$ cat config.mk
export PLATFORM = sky130hd
export DESIGN_NAME = nas_vid_timing_flat
export DESIGN_NICKNAME = d
export VERILOG_FILES = /design/src/rtl/nas_vid_timing_if.sv /design/src/rtl/nas_vid_timing.sv /design/src/flat_wrapper.sv
export SDC_FILE = /design/constraint.sdc
export NUM_CORES = 1
export LEC_CHECK = 0
export ABC_CLOCK_PERIOD_IN_PS = 2100
export BUFFER_PORTS_ARGS = -buffer_cell sky130_fd_sc_hd__buf_4
export CORE_UTILIZATION = 30
export DETAILED_ROUTE_END_ITERATION = 8
export PLACE_DENSITY = 0.51
export SLEW_MARGIN = 10
export SYNTH_ARGS = -nofsm -noshare
export SYNTH_HDL_FRONTEND = slang
export SYNTH_SLANG_ARGS = --single-unit
$ cat constraint.sdc
create_clock -name clk -period 2.1 [get_ports clk]
set_input_delay 0.525 -clock clk [delete_from_list [all_inputs] [get_ports clk]]
set_output_delay 0.525 -clock clk [all_outputs]
set_load 0.05 [all_outputs]
$ cat src/rtl/nas_vid_timing_if.sv
// ---------------------------------------------------------------------------
// nas_vid_timing_if
//   Bundle between the NASCOM raster timing generator and the character
//   ROM / shifter stage that consumes its strobes and addresses.
//
//   sel_60hz    : 1 = 60Hz line count (driven by the consumer side)
//   char_load   : one-clk strobe at the start of every character slot
//   vid_addr    : video RAM address (0 while blanked)
//   scan_line   : glyph scan line within the text row (0 while blanked)
//   active_h/v  : inside the displayed slots / lines
//   active      : active_h & active_v
//   hsync_n, vsync_n, csync_n : active-low syncs
//   frame_start : one-clk pulse at line 0, slot 0
//   blink       : slow blink timebase
//
//   master = timing generator, slave = video consumer.
// ---------------------------------------------------------------------------
interface nas_vid_timing_if;
  logic       sel_60hz;
  logic       char_load;
  logic [9:0] vid_addr;
  logic [3:0] scan_line;
  logic       active_h;
  logic       active_v;
  logic       active;
  logic       hsync_n;
  logic       vsync_n;
  logic       csync_n;
  logic       frame_start;
  logic       blink;

  modport master (
    input  sel_60hz,
    output char_load, vid_addr, scan_line, active_h, active_v, active,
           hsync_n, vsync_n, csync_n, frame_start, blink
  );

  modport slave (
    output sel_60hz,
    input  char_load, vid_addr, scan_line, active_h, active_v, active,
           hsync_n, vsync_n, csync_n, frame_start, blink
  );
endinterface

$ cat src/rtl/nas_vid_timing.sv
// ---------------------------------------------------------------------------
// nas_vid_timing
//   Raster timing generator for the NASCOM video path on the 16MHz clock.
//   Walks char-slot / line / frame counters and produces char-slot strobes,
//   the rotated video RAM address, glyph scan line, blanking, H/V/composite
//   sync, a frame pulse and a blink timebase.
//
//   Ports:
//     clk     : 16MHz system clock
//     reset_n : asynchronous active-low reset
//     vt      : nas_vid_timing_if.master (sel_60hz in, all timing outputs)
//
//   Every output is registered from the counter state, so all outputs lag
//   the counters by one clk and stay aligned with one another.
// ---------------------------------------------------------------------------
module nas_vid_timing #(
  parameter int CLKS_PER_CHAR = 16,
  parameter int H_TOTAL       = 64,
  parameter int H_ACTIVE      = 48,
  parameter int HSYNC_START   = 52,
  parameter int HSYNC_WIDTH   = 5,
  parameter int SCANS_PER_ROW = 14,
  parameter int ROWS          = 16,
  parameter int V_TOTAL_50    = 312,
  parameter int V_TOTAL_60    = 262,
  parameter int VSYNC_START   = 240,
  parameter int VSYNC_WIDTH   = 4,
  parameter int ROW_STRIDE    = 64,
  parameter int TOP_ROW       = 15,
  parameter int BLINK_FRAMES  = 16
) (
  input  logic             clk,
  input  logic             reset_n,
  nas_vid_timing_if.master vt
);

  localparam int V_MAX        = (V_TOTAL_50 > V_TOTAL_60) ? V_TOTAL_50 : V_TOTAL_60;
  localparam int V_MIN        = (V_TOTAL_50 < V_TOTAL_60) ? V_TOTAL_50 : V_TOTAL_60;
  localparam int ACTIVE_LINES = ROWS * SCANS_PER_ROW;
  localparam int CC_W = (CLKS_PER_CHAR > 1) ? $clog2(CLKS_PER_CHAR) : 1;
  localparam int HC_W = (H_TOTAL > 1)       ? $clog2(H_TOTAL)       : 1;
  localparam int VC_W = (V_MAX > 1)         ? $clog2(V_MAX)         : 1;
  localparam int SC_W = (SCANS_PER_ROW > 1) ? $clog2(SCANS_PER_ROW) : 1;
  localparam int MR_W = (ROWS > 1)          ? $clog2(ROWS)          : 1;
  localparam int BF_W = (BLINK_FRAMES > 1)  ? $clog2(BLINK_FRAMES)  : 1;

  // Reject geometries whose sync windows or active regions do not fit the
  // totals, or whose addresses / scan lines overflow the output ports.
  generate
    if ((HSYNC_START + HSYNC_WIDTH > H_TOTAL) || (H_ACTIVE > H_TOTAL) ||
        (VSYNC_START + VSYNC_WIDTH > V_MIN) || (ACTIVE_LINES > V_MIN) ||
        (TOP_ROW >= ROWS) || (SCANS_PER_ROW > 16) ||
        ((ROWS - 1) * ROW_STRIDE + H_TOTAL - 1 > 1023)) begin : g_bad_geometry
      $error("nas_vid_timing: sync/active windows or address range do not fit the raster");
    end
  endgenerate

  logic [CC_W-1:0] cc;
  logic [HC_W-1:0] hc;
  logic [VC_W-1:0] vc;
  logic [VC_W-1:0] v_last;
  logic [SC_W-1:0] scan;
  logic [MR_W-1:0] mem_row;
  logic [BF_W-1:0] frame_cnt;
  logic            blink_state;

  logic cc_wrap, line_end, frame_end;
  logic in_h, in_v, in_hs, in_vs;
  logic [9:0] addr_next;

  assign cc_wrap   = (cc == CC_W'(CLKS_PER_CHAR - 1));
  assign line_end  = cc_wrap && (hc == HC_W'(H_TOTAL - 1));
  assign frame_end = line_end && (vc == v_last);

  assign in_h  = (32'(hc) < H_ACTIVE);
  assign in_v  = (32'(vc) < ACTIVE_LINES);
  assign in_hs = (32'(hc) >= HSYNC_START) && (32'(hc) < HSYNC_START + HSYNC_WIDTH);
  assign in_vs = (32'(vc) >= VSYNC_START) && (32'(vc) < VSYNC_START + VSYNC_WIDTH);

  assign addr_next = 10'(mem_row) * 10'(ROW_STRIDE) + 10'(hc);

  // Raster counters. Text row and scan line are stepped alongside the line
  // counter so no divider is needed; mem_row already carries the top-row
  // rotation. The frame length (v_last) is only reloaded on the frame's
  // final clk, so a mid-frame sel_60hz change waits for the next frame.
  always_ff @(posedge clk or negedge reset_n) begin
    if (!reset_n) begin
      cc          <= '0;
      hc          <= '0;
      vc          <= '0;
      v_last      <= VC_W'(V_TOTAL_50 - 1);
      scan        <= '0;
      mem_row     <= MR_W'(TOP_ROW);
      frame_cnt   <= '0;
      blink_state <= 1'b0;
    end else begin
      cc <= cc_wrap ? '0 : cc + 1'b1;
      if (cc_wrap) begin
        hc <= (hc == HC_W'(H_TOTAL - 1)) ? '0 : hc + 1'b1;
      end
      if (frame_end) begin
        vc      <= '0;
        scan    <= '0;
        mem_row <= MR_W'(TOP_ROW);
        v_last  <= vt.sel_60hz ? VC_W'(V_TOTAL_60 - 1) : VC_W'(V_TOTAL_50 - 1);
        if (frame_cnt == BF_W'(BLINK_FRAMES - 1)) begin
          frame_cnt   <= '0;
          blink_state <= ~blink_state;
        end else begin
          frame_cnt <= frame_cnt + 1'b1;
        end
      end else if (line_end) begin
        vc <= vc + 1'b1;
        if (scan == SC_W'(SCANS_PER_ROW - 1)) begin
          scan    <= '0;
          mem_row <= (mem_row == MR_W'(ROWS - 1)) ? '0 : mem_row + 1'b1;
        end else begin
          scan <= scan + 1'b1;
        end
      end
    end
  end

  // Output stage: one register per output, all decoded from the same
  // counter state so they stay mutually aligned. Composite sync is the
  // XNOR of the two active-low syncs, i.e. hsync inverted during vsync.
  always_ff @(posedge clk or negedge reset_n) begin
    if (!reset_n) begin
      vt.char_load   <= 1'b0;
      vt.vid_addr    <= '0;
      vt.scan_line   <= '0;
      vt.active_h    <= 1'b0;
      vt.active_v    <= 1'b0;
      vt.active      <= 1'b0;
      vt.hsync_n     <= 1'b1;
      vt.vsync_n     <= 1'b1;
      vt.csync_n     <= 1'b1;
      vt.frame_start <= 1'b0;
      vt.blink       <= 1'b0;
    end else begin
      vt.char_load   <= (cc == '0);
      vt.frame_start <= (cc == '0) && (hc == '0) && (vc == '0);
      vt.active_h    <= in_h;
      vt.active_v    <= in_v;
      vt.active      <= in_h && in_v;
      vt.vid_addr    <= (in_h && in_v) ? addr_next : '0;
      vt.scan_line   <= (in_h && in_v) ? 4'(scan) : '0;
      vt.hsync_n     <= ~in_hs;
      vt.vsync_n     <= ~in_vs;
      vt.csync_n     <= ~(in_hs ^ in_vs);
      vt.blink       <= blink_state;
    end
  end

endmodule

$ cat src/flat_wrapper.sv
// flat-port wrapper written by rule: the top's interface ports become plain ports
module nas_vid_timing_flat 
#(
  parameter int CLKS_PER_CHAR = 16,
  parameter int H_TOTAL       = 64,
  parameter int H_ACTIVE      = 48,
  parameter int HSYNC_START   = 52,
  parameter int HSYNC_WIDTH   = 5,
  parameter int SCANS_PER_ROW = 14,
  parameter int ROWS          = 16,
  parameter int V_TOTAL_50    = 312,
  parameter int V_TOTAL_60    = 262,
  parameter int VSYNC_START   = 240,
  parameter int VSYNC_WIDTH   = 4,
  parameter int ROW_STRIDE    = 64,
  parameter int TOP_ROW       = 15,
  parameter int BLINK_FRAMES  = 16
)
  (clk, reset_n, vt_sel_60hz, vt_char_load, vt_vid_addr, vt_scan_line, vt_active_h, vt_active_v, vt_active, vt_hsync_n, vt_vsync_n, vt_csync_n, vt_frame_start, vt_blink);
  nas_vid_timing_if vt_i ();
  input  logic clk;
  input  logic reset_n;
  input wire logic [$bits(vt_i.sel_60hz)-1:0] vt_sel_60hz;
  output wire logic [$bits(vt_i.char_load)-1:0] vt_char_load;
  output wire logic [$bits(vt_i.vid_addr)-1:0] vt_vid_addr;
  output wire logic [$bits(vt_i.scan_line)-1:0] vt_scan_line;
  output wire logic [$bits(vt_i.active_h)-1:0] vt_active_h;
  output wire logic [$bits(vt_i.active_v)-1:0] vt_active_v;
  output wire logic [$bits(vt_i.active)-1:0] vt_active;
  output wire logic [$bits(vt_i.hsync_n)-1:0] vt_hsync_n;
  output wire logic [$bits(vt_i.vsync_n)-1:0] vt_vsync_n;
  output wire logic [$bits(vt_i.csync_n)-1:0] vt_csync_n;
  output wire logic [$bits(vt_i.frame_start)-1:0] vt_frame_start;
  output wire logic [$bits(vt_i.blink)-1:0] vt_blink;
  assign vt_i.sel_60hz = vt_sel_60hz;
  assign vt_char_load = vt_i.char_load;
  assign vt_vid_addr = vt_i.vid_addr;
  assign vt_scan_line = vt_i.scan_line;
  assign vt_active_h = vt_i.active_h;
  assign vt_active_v = vt_i.active_v;
  assign vt_active = vt_i.active;
  assign vt_hsync_n = vt_i.hsync_n;
  assign vt_vsync_n = vt_i.vsync_n;
  assign vt_csync_n = vt_i.csync_n;
  assign vt_frame_start = vt_i.frame_start;
  assign vt_blink = vt_i.blink;
  nas_vid_timing #(.CLKS_PER_CHAR(CLKS_PER_CHAR), .H_TOTAL(H_TOTAL), .H_ACTIVE(H_ACTIVE), .HSYNC_START(HSYNC_START), .HSYNC_WIDTH(HSYNC_WIDTH), .SCANS_PER_ROW(SCANS_PER_ROW), .ROWS(ROWS), .V_TOTAL_50(V_TOTAL_50), .V_TOTAL_60(V_TOTAL_60), .VSYNC_START(VSYNC_START), .VSYNC_WIDTH(VSYNC_WIDTH), .ROW_STRIDE(ROW_STRIDE), .TOP_ROW(TOP_ROW), .BLINK_FRAMES(BLINK_FRAMES)) u_core (.clk(clk), .reset_n(reset_n), .vt(vt_i));
endmodule
Word-level counts from Yosys, hierarchy flattened

Index checks and enable logic that the tools add are counted.

Add/sub/neg operators: 7
Magnitude comparators: 6
Eq/ne operators: 6
Multiplexer cells: 15
Bitwise logic cells: 5
Reductions and logical operators: 14

Operators by type and width:

| operator            | number |
|---|---|
| $mux 4              | 10 |
| $lt 9x8->1 const B  | 2 |
| $mux 9              | 2 |
| $add 4x1->4 const B | 4 |
| $eq 4x4->1 const B  | 4 |
| $lt 6x6->1 const B  | 2 |
| $mux 6              | 2 |
| $add 10x6->10       | 1 |
| $mux 10             | 1 |
| $add 9x1->9 const B | 1 |
| $eq 9x9->1          | 1 |
| $ge 9x8->1 const B  | 1 |
| $logic_not 9->1     | 1 |
| $logic_and 1x1->1   | 7 |
| $add 6x1->6 const B | 1 |
| $eq 6x6->1 const B  | 1 |
| $ge 6x6->1 const B  | 1 |
| $logic_not 6->1     | 1 |
| $logic_not 4->1     | 1 |
| $not 1->1           | 4 |
| $reduce_and 2->1    | 2 |
| $reduce_bool 2->1   | 2 |
| $xor 1x1->1         | 1 |

Bits in registers: 64
Bits of input ports: 3
Output and inout bits: 23
Word-level logic and storage cells: 72

Longest topological paths before layout

Gate-level depths: netlist of the first run.

Word-level depth: 5
Gate-level depth with buffers: 7
Mapped depth without buffers: 6

Worst setup path before layout of the first run

Ideal clock, no wire load.

Kind: flip-flop to flip-flop
From: register u_core.cc[0]
To: register u_core.vc[2]
Library setup time: 0.118 ns
Arrival: 1.539 ns
Data required time: 1.982 ns
Path slack: 0.443 ns
Stages on the path, launching flop included: 8
Buffers on the path: 2
Period minus slack after synthesis: 1.657 ns
Cells stage by stage: dfrtp_1 > ha_1 > and4_1 > buf_2 > and2_2 > buf_2 > o21ai_0 > a21o_1

Cells in the longest elaborated chain, start to end: 4
Elaborated cells on any way between the ends: 5
Classes of those cells: 1 x eq/ne; 1 x mux; 3 x reduce/logical

RTL lines:

| element                                     | line                  | text |
|---|---|---|
| from (decl)                                 | nas_vid_timing.sv:58  | `logic [CC_W-1:0] cc;` |
| from (signal assigned)                      | nas_vid_timing.sv:97  | `cc <= cc_wrap ? '0 : cc + 1'b1;` |
| $eq 4x4->1 *                                | nas_vid_timing.sv:71  | `assign cc_wrap = (cc == CC_W'(CLKS_PER_CHAR - 1));` |
| $logic_and 1x1->1 *                         | nas_vid_timing.sv:72  | `assign line_end = cc_wrap && (hc == HC_W'(H_TOTAL - 1));` |
| $logic_and 1x1->1                           | nas_vid_timing.sv:73  | `assign frame_end = line_end && (vc == v_last);` |
| $mux 9 or $reduce_bool 2->1 (tied branches) | n/a                   |  |
| to (signal assigned)                        | nas_vid_timing.sv:113 | `vc <= vc + 1'b1;` |
| to (decl)                                   | nas_vid_timing.sv:60  | `logic [VC_W-1:0] vc;` |

Every way passes the cells marked *; elsewhere a longest branch is shown, timed or not.
A chain may end at the register's enable or synchronous reset.

Worst setup path after layout of the first run

From: register u_core.vc[1]
To: register u_core.frame_cnt[3]

Cells in the longest elaborated chain, start to end: 2

RTL lines:

| element              | line                  | text |
|---|---|---|
| $eq 9x9->1           | nas_vid_timing.sv:73  |  |
| $logic_and 1x1->1    | nas_vid_timing.sv:73  |  |
| to (signal assigned) | nas_vid_timing.sv:110 | `frame_cnt <= frame_cnt + 1'b1;` |
| to (decl)            | nas_vid_timing.sv:64  | `logic [BF_W-1:0] frame_cnt;` |

No other way between the ends.

==> results of run 1 <==
==> worst reg2reg max path, stage by stage, from the launching register on <==
cell and delay, ps:
dfrtp_1 450, nor4_1 500, o2111ai_2 260, buf_4 240, o41ai_4 310, o41ai_2 120
==> sequential cells by signal, indices dropped and copies added (netlist names), 4 cells and up <==
signal / flops
u_core.mem_row: 4
u_core.vc: 9
u_core.hc: 6
u_core.frame_cnt: 4
u_core.vt.scan_line: 4
u_core.scan: 4
u_core.cc: 4
u_core.vt.vid_addr: 10
==> worst paths after layout <==
check | slack [ps] | cells past startpoint | endpoint
max | 110 | 5 | u_core.frame_cnt[3]
min | 240 | 1 | u_core.vt.vid_addr[4]
max in group asynchronous | 1390 | 1 | u_core.cc[0]
min in group clk | 370 | 2 | u_core.v_last[4]
max reg2reg | 110 | 5 | u_core.frame_cnt[3]
min reg2reg | 410 | 0 | u_core.vt.blink
==> cells in the final DEF, fill, tap and decap left out, drive strengths merged, types with 8 or more instances in the layout <==
cell type  instances
a21oi             11
buf               36
and3              17
o21ai             10
dfrtp             48
dfstp              8
inv               12
nand2             19
ha                11
nand3             14
==> cells by family (layout without fill, tap and decap cells) <==
group	count (synthesis)	in the layout	share of synthesized area, %
AO/OA/AOI/OAI	47	47	13.31
XOR/XNOR	9	9	3.060
adder cells (fa/ha/maj)	11	11	5.342
buffers and inverters	21	55	3.934
flip-flops	56	56	54.78
multiplexers	4	4	1.700
AND/OR/NAND/NOR	76	76	17.87
==> timing repair <==
action                                  4_1_cts  5_1_grt
endpoints found under the setup margin        0        1
hold buffers                                  0        0
resized for setup                             0        1
==> cells in the mapped netlist (3+ instances only) <==
cell type and number:
nand3_1 14, o21ai_0 10, and3_1 17, dfstp_2 8
buf_2 6, o2bb2ai_1 3, nand2_1 17, and4_1 4
xnor2_1 6, xor2_1 3, dfrtp_1 48, a31oi_1 4
a21oi_1 11, nand4_1 3, inv_1 11, ha_1 11
==> area by class of cell <==
cell class                      count  area [um2]
Timing Repair Buffer               36       270.3
Sequential cell                    56        1411
Clock buffer                        5       68.82
Inverter                           11       41.29
Tap cell                          105       131.4
Multi-Input combinational cell    147        1070
Fill cell                         838        5239
Clock inverter                      3       26.28
==> stage by stage <==
step	utilization (%)	setup slack (ps)	instance area (um2)	total power [mW]
floorplan	-	443.0	2576	1.099
global placement	35.33	258.2	2918	1.124
detailed placement	35.33	140.2	2918	1.124
CTS	36.48	115.5	3013	1.758
global route	36.56	27.17	3019	1.796
finish	36.56	114.2	3019	1.727
==> metal layers <==
metal / global-route usage, % / vias to the layer above / part of all wire [%]
met2: 17.87 / 29 / 45
met4: 4.924 / 0 / 1.7
li1: - / 883 / -
met5: 0 / - / 0
met3: 2.174 / 6 / 2.6
met1: 17.83 / 864 / 50
==> where the power goes <==
group	switching [mW]	internal (mW)
logic	0.0199	0.00233
registers	0	1.08
clock network	0.381	0.244
total	0.401	1.33
==> metrics.json, run 1 <==
{
  "outcome": "finished clean",
  "timing.critical_path.from": "u_core.vc[1]",
  "post-synth-top-area-cell": "dfrtp_1",
  "fraction_of_final_layout_cells_sized_beyond_drive_strength_1_pct": 24.81,
  "grt.total_usage_pct": 12.26,
  "clk_latency_ps": 310,
  "post-dp-hpwl_um": 3450,
  "synth.yosys.seq_area_share_pct": 54.78,
  "synth_enable_flop_cells": 0,
  "critical-path-top-delay-family": "compound AO/OA/AOI/OAI gates",
  "clock_tree_from_tritoncts": "done",
  "rsz0062_at_grt": "false",
  "synth_area_mm2": 0.002576,
  "clkTransAtPathRegs_ps": 110,
  "port_buffers": 25,
  "cts_buffer_depth": 2,
  "period_utilization_pct": 94.56,
  "placed_cells_incl_taps": 355,
  "ys_async_sr_fraction_pct": 100.0,
  "wl_per_cell_um": 13.82,
  "power_density_mw_per_mm2": 571.9,
  "critical_path.reg2reg.startpoint": "u_core.vc[1]",
  "fin_nets": 271,
  "synth_area_leaders": "dfrtp_1 (47%), dfstp_2 (8.2%), ha_1 (5.3%), and3_1 (4.1%), nand3_1 (2.7%)",
  "critical_path.max_fanout": 6,
  "timing.max_cap.violations": 0,
  "worstPathRequired_ps": 2290,
  "grt_first_pass_wirelength_um": 8569,
  "global_route.overflow_total": 0,
  "vdd.ir_drop.worst_v": 0.0002743,
  "ys.flop_type": "dfrtp_1",
  "worst_setup_path_category": "reg -> reg",
  "synth_nets": 238,
  "clock-sinks": 56,
  "share_of_the_synthesized_area_in_the_top_cell_type_pct": 46.62,
  "chipWidth_um": 94.67,
  "endpoint_kind": "flip-flop",
  "cp_slowest_stage_delay_ps": 500,
  "row_count": 33,
  "die_area_mm2": 0.008962,
  "fmaxAchievable_mhz": 503.6,
  "clockRootBuffer": "clkbuf_8",
  "synthCells": 224,
  "firstDrtPassIters": 4,
  "grt_max_degree": 57,
  "yosys_register_bits": 56,
  "top_level_ports": 26,
  "cts-buffers-inserted": 5,
  "worstPathCellList": "nor4_1, o2111ai_2, buf_4, o41ai_4, o41ai_2",
  "number_of_global_route_vias_before_repair": 1691,
  "total_leakage_power_nw": 1.388,
  "maxSlewViolCount": 0,
  "finalWorstPathRequiredPeriod_ps": 1986,
  "ctsHtreeMaxLevel": 2,
  "final.setup_skew_ps": 8.386,
  "worst_hold_slack_ps": 235.5,
  "worst_ep_arrival_ps": 2180,
  "slowest_stage": "nor4_1",
  "antenna_found_initial": 0,
  "routabilityCongestion": 0.7948,
  "route.antenna.remaining_nets": 0,
  "min-delay-path-class": "in -> async",
  "max_slew.worst_pin.slew_ps": 691.9,
  "critPathBufInv": 1,
  "routed-via-count": 1782,
  "syn-mean-instance-area_um2": 11.50,
  "yosysUniqueCellTypes": 53,
  "yosysWarnings": 0,
  "num_antenna_cells": 0,
  "maxSlewHeadroom_pct": 53.87,
  "start_util_pct": 31.20,
  "routed_wirelength_um": 5017,
  "drc": 0,
  "timing.final.setup_violations": 0,
  "final.setup.tns_ps": 0,
  "area_growth_syn_to_layout_pct": 17.19,
  "avgViaCountPerCell": 4.909,
  "worst_setup_path_start_kind": "flip-flop",
  "coreArea_mm2": 0.008258,
  "timing_hold_violations_final": 0,
  "dieHeight_um": 94.67,
  "final_cell_count_no_fill": 363,
  "detail_route.iter0.violations": 93,
  "postCtsSetupBuffers": 0
}
Power figures use the tool's default switching activity.
==> run 2, diff against run 1 <==
REMOVE_ABC_BUFFERS = 1   (was default)
==> run 2 against run 1 <==
Compared with the run above: flip-flop and latch count unchanged; die area unchanged; routed wire length decreased by 2.6%; largest cell class unchanged; sequential share of layout area decreased by 0.76 points; cell count decreased by 0.28%; hold slack improved by 33 ps; global-route usage decreased by 0.55 points; combinational power increased by 2%; critical path depth unchanged; clock-buffer cell count unchanged; power increased by 18%.
==> metrics.json, run 2 (synthesis results as in run 1) <==
{
  "fmaxAchievable": {"value": 515.5, "unit": "MHz", "change": "+2.4%"},
  "regMostFlops": "u_core.vt.vid_addr",
  "avgViaCountPerCell": {"value": 4.939, "change": "+0.61%"},
  "post-dp-hpwl": {"value": 3342, "unit": "um", "change": "-3.1%"},
  "chipWidth": {"value": 94.67, "unit": "um", "change": "unchanged"},
  "outcome": "finished clean",
  "firstDrtPassIters": {"value": 4, "change": "unchanged"},
  "routabilityCongestion": {"value": 0.7700, "change": "-3.1%"},
  "worst_setup_path_category": "reg -> reg",
  "worst_setup_path_start_kind": "flip-flop",
  "row_count": {"value": 33, "change": "unchanged"},
  "clock_tree_from_tritoncts": "done",
  "power_density": {"value": 665.9, "unit": "mW/mm2", "change": "+16%"},
  "ctsResizeCount": {"value": 0, "change": "unchanged"},
  "global_route.overflow_total": {"value": 0, "change": "unchanged"},
  "dpl-instance-area": {"value": 0.002910, "unit": "mm2", "change": "-0.26%"},
  "dieHeight": {"value": 94.67, "unit": "um", "change": "unchanged"},
  "final_cell_area": {"value": 0.003069, "unit": "mm2", "change": "+1.7%"},
  "ctsHtreeMaxLevel": {"value": 2, "change": "unchanged"},
  "largest_register_ff_count": {"value": 10, "change": "unchanged"},
  "cts_buffer_depth": {"value": 2, "change": "unchanged"},
  "timing_hold_violations_final": {"value": 0, "change": "unchanged"},
  "timing.max_cap.violations": {"value": 0, "change": "unchanged"},
  "drc": {"value": 0, "change": "unchanged"},
  "number_of_global_route_vias_before_repair": {"value": 1694, "change": "+0.18%"},
  "endpoint_kind": "flip-flop",
  "wl_per_cell": {"value": 13.51, "unit": "um", "change": "-2.3%"},
  "rsz0062_at_grt": "false",
  "finalWorstPathRequiredPeriod": {"value": 1940, "unit": "ps", "change": "-45.77 ps"},
  "filler_cell_count": {"value": 815, "change": "-2.7%"},
  "die_area": {"value": 0.008962, "unit": "mm2", "change": "unchanged"},
  "maxSlewHeadroom": {"value": 53.39, "unit": "%", "change": "-0.48 points"},
  "cts-buffers-inserted": {"value": 5, "change": "unchanged"},
  "clockRootBuffer": "clkbuf_8",
  "top_regs": "u_core.vt.vid_addr (10), u_core.vc (9), u_core.hc (6)",
  "grt.total_usage": {"value": 11.71, "unit": "%", "change": "-0.55 points"},
  "coreArea": {"value": 0.008258, "unit": "mm2", "change": "unchanged"},
  "worstPathRequired": {"value": 2290, "unit": "ps", "change": "about the same"},
  "routed-via-count": {"value": 1788, "change": "+0.34%"},
  "fin_nets": {"value": 270, "change": "-0.37%"},
  "worst_ep_arrival": {"value": 2130, "unit": "ps", "change": "-50 ps"},
  "antenna_found_initial": {"value": 0, "change": "unchanged"},
  "period_utilization": {"value": 92.38, "unit": "%", "change": "-2.2 points"},
  "top_level_ports": {"value": 26, "change": "unchanged"},
  "clock-sinks": {"value": 56, "change": "unchanged"},
  "maxSlewViolCount": {"value": 0, "change": "unchanged"},
  "grt_max_degree": {"value": 57, "change": "unchanged"},
  "grt_first_pass_wirelength": {"value": 8314, "unit": "um", "change": "-3.0%"},
  "route.antenna.remaining_nets": {"value": 0, "change": "unchanged"},
  "final.setup_skew": {"value": 11.05, "unit": "ps", "change": "+2.661 ps"},
  "layout_commonest_cell": "dfrtp_1",
  "totalPowerFinal": {"value": 2.044, "unit": "mW", "change": "+18%"},
  "postCtsSetupBuffers": {"value": 0, "change": "unchanged"},
  "min-delay-path-class": "in -> async",
  "start_util": {"value": 31.20, "unit": "%", "change": "unchanged"},
  "clk_latency": {"value": 310, "unit": "ps", "change": "about the same"},
  "vdd.ir_drop.worst": {"value": 0.0003383, "unit": "V", "change": "+23%"},
  "total_leakage_power": {"value": 1.408, "unit": "nW", "change": "+1.5%"},
  "detail_route.iter0.violations": {"value": 75, "change": "-19%"},
  "final_cell_mix": "dfrtp_1 (48), buf_4 (35), nand2_1 (17), and3_1 (17), nand3_1 (14)",
  "timing.final.setup_violations": {"value": 0, "change": "unchanged"},
  "num_antenna_cells": {"value": 0, "change": "unchanged"},
  "max_slew.worst_pin.slew": {"value": 699.1, "unit": "ps", "change": "+7.239 ps"},
  "fraction_of_final_layout_cells_sized_beyond_drive_strength_1": {"value": 24.12, "unit": "%", "change": "-0.68 points"},
  "multi_input_comb_area": {"value": 0.001064, "unit": "mm2", "change": "-0.59%"},
  "port_buffers": {"value": 25, "change": "unchanged"},
  "regArea": {"value": 0.001411, "unit": "mm2", "change": "unchanged"},
  "clkTransAtPathRegs": {"value": 100, "unit": "ps", "change": "about the same"},
  "area_growth_syn_to_layout_pct": 19.14,
  "final.setup.tns": {"value": 0, "unit": "ps", "change": "unchanged"},
  "critical_path.max_fanout": {"value": 6, "change": "unchanged"},
  "routed_wirelength": {"value": 4889, "unit": "um", "change": "-2.6%"},
  "holdBufCountCts": {"value": 0, "change": "unchanged"}
}
run 2: changes by cell type in the layout (fill, tap and decap cells not counted):
cell,delta
bufinv_16,+3
clkinv_4,-2
buf_4,-1
inv_6,-1
o2111ai_1,+1
o2111ai_2,-1
run 2: layer usage:
| layer | global-route usage (%) | part of all wire [%] |
|---|---|---|
| met1 | 16.20 | 50 |
| met4 | 4.040 | 1.7 |
| met5 | 0 | 0 |
| met3 | 2.254 | 3.2 |
| met2 | 18.23 | 45 |
run 2: final timing paths:
kind / startpoint / slack [ps] / endpoint / cells past startpoint
worst min register to register: u_core.blink_state / 400 / u_core.vt.blink / 0
min in group clk: vt_sel_60hz / 360 / u_core.v_last[4] / 2
max in group asynchronous: reset_n / 1380 / u_core.hc[4] / 1
worst max register to register: u_core.vc[1] / 160 / u_core.frame_cnt[3] / 5
worst max-delay path: u_core.vc[1] / 160 / u_core.frame_cnt[3] / 5
worst min-delay path: reset_n / 270 / u_core.vt.vid_addr[1] / 1
run 2: layout make-up:
cell class                      instances  area share [%]
Multi-Input combinational cell        147           34.65
Sequential cell                        56           45.98
Tap cell                              105           4.280
Clock inverter                          3           2.935
Timing Repair Buffer                   35           8.561
Clock buffer                            5           2.242
Inverter                               11           1.345
run 2: stage by stage:
step	instances	worst slack [ps]	hold slack [ps]	util, %
detailed placement	354	165.6	378.5	35.24
floorplan	214	158.6	229.4	-
finish	362	160.0	268.5	37.17
CTS	362	138.4	286.3	37.17
global route	362	11.65	309.5	37.17
global placement	354	254.7	375.5	35.24
run 2: critical path, cell delays in order, from the launching register on:
cell	delay (ps)
dfrtp_1	450
nor4_1	380
o2111ai_1	310
buf_4	270
o41ai_4	300
o41ai_2	120
run 2: power breakdown:
group | total [mW] | internal [mW] | switching (mW)
sequential | 1.08 | 1.08 | 0
clock | 0.943 | 0.596 | 0.347
combinational | 0.0227 | 0.00232 | 0.0203
total | 2.04 | 1.68 | 0.367
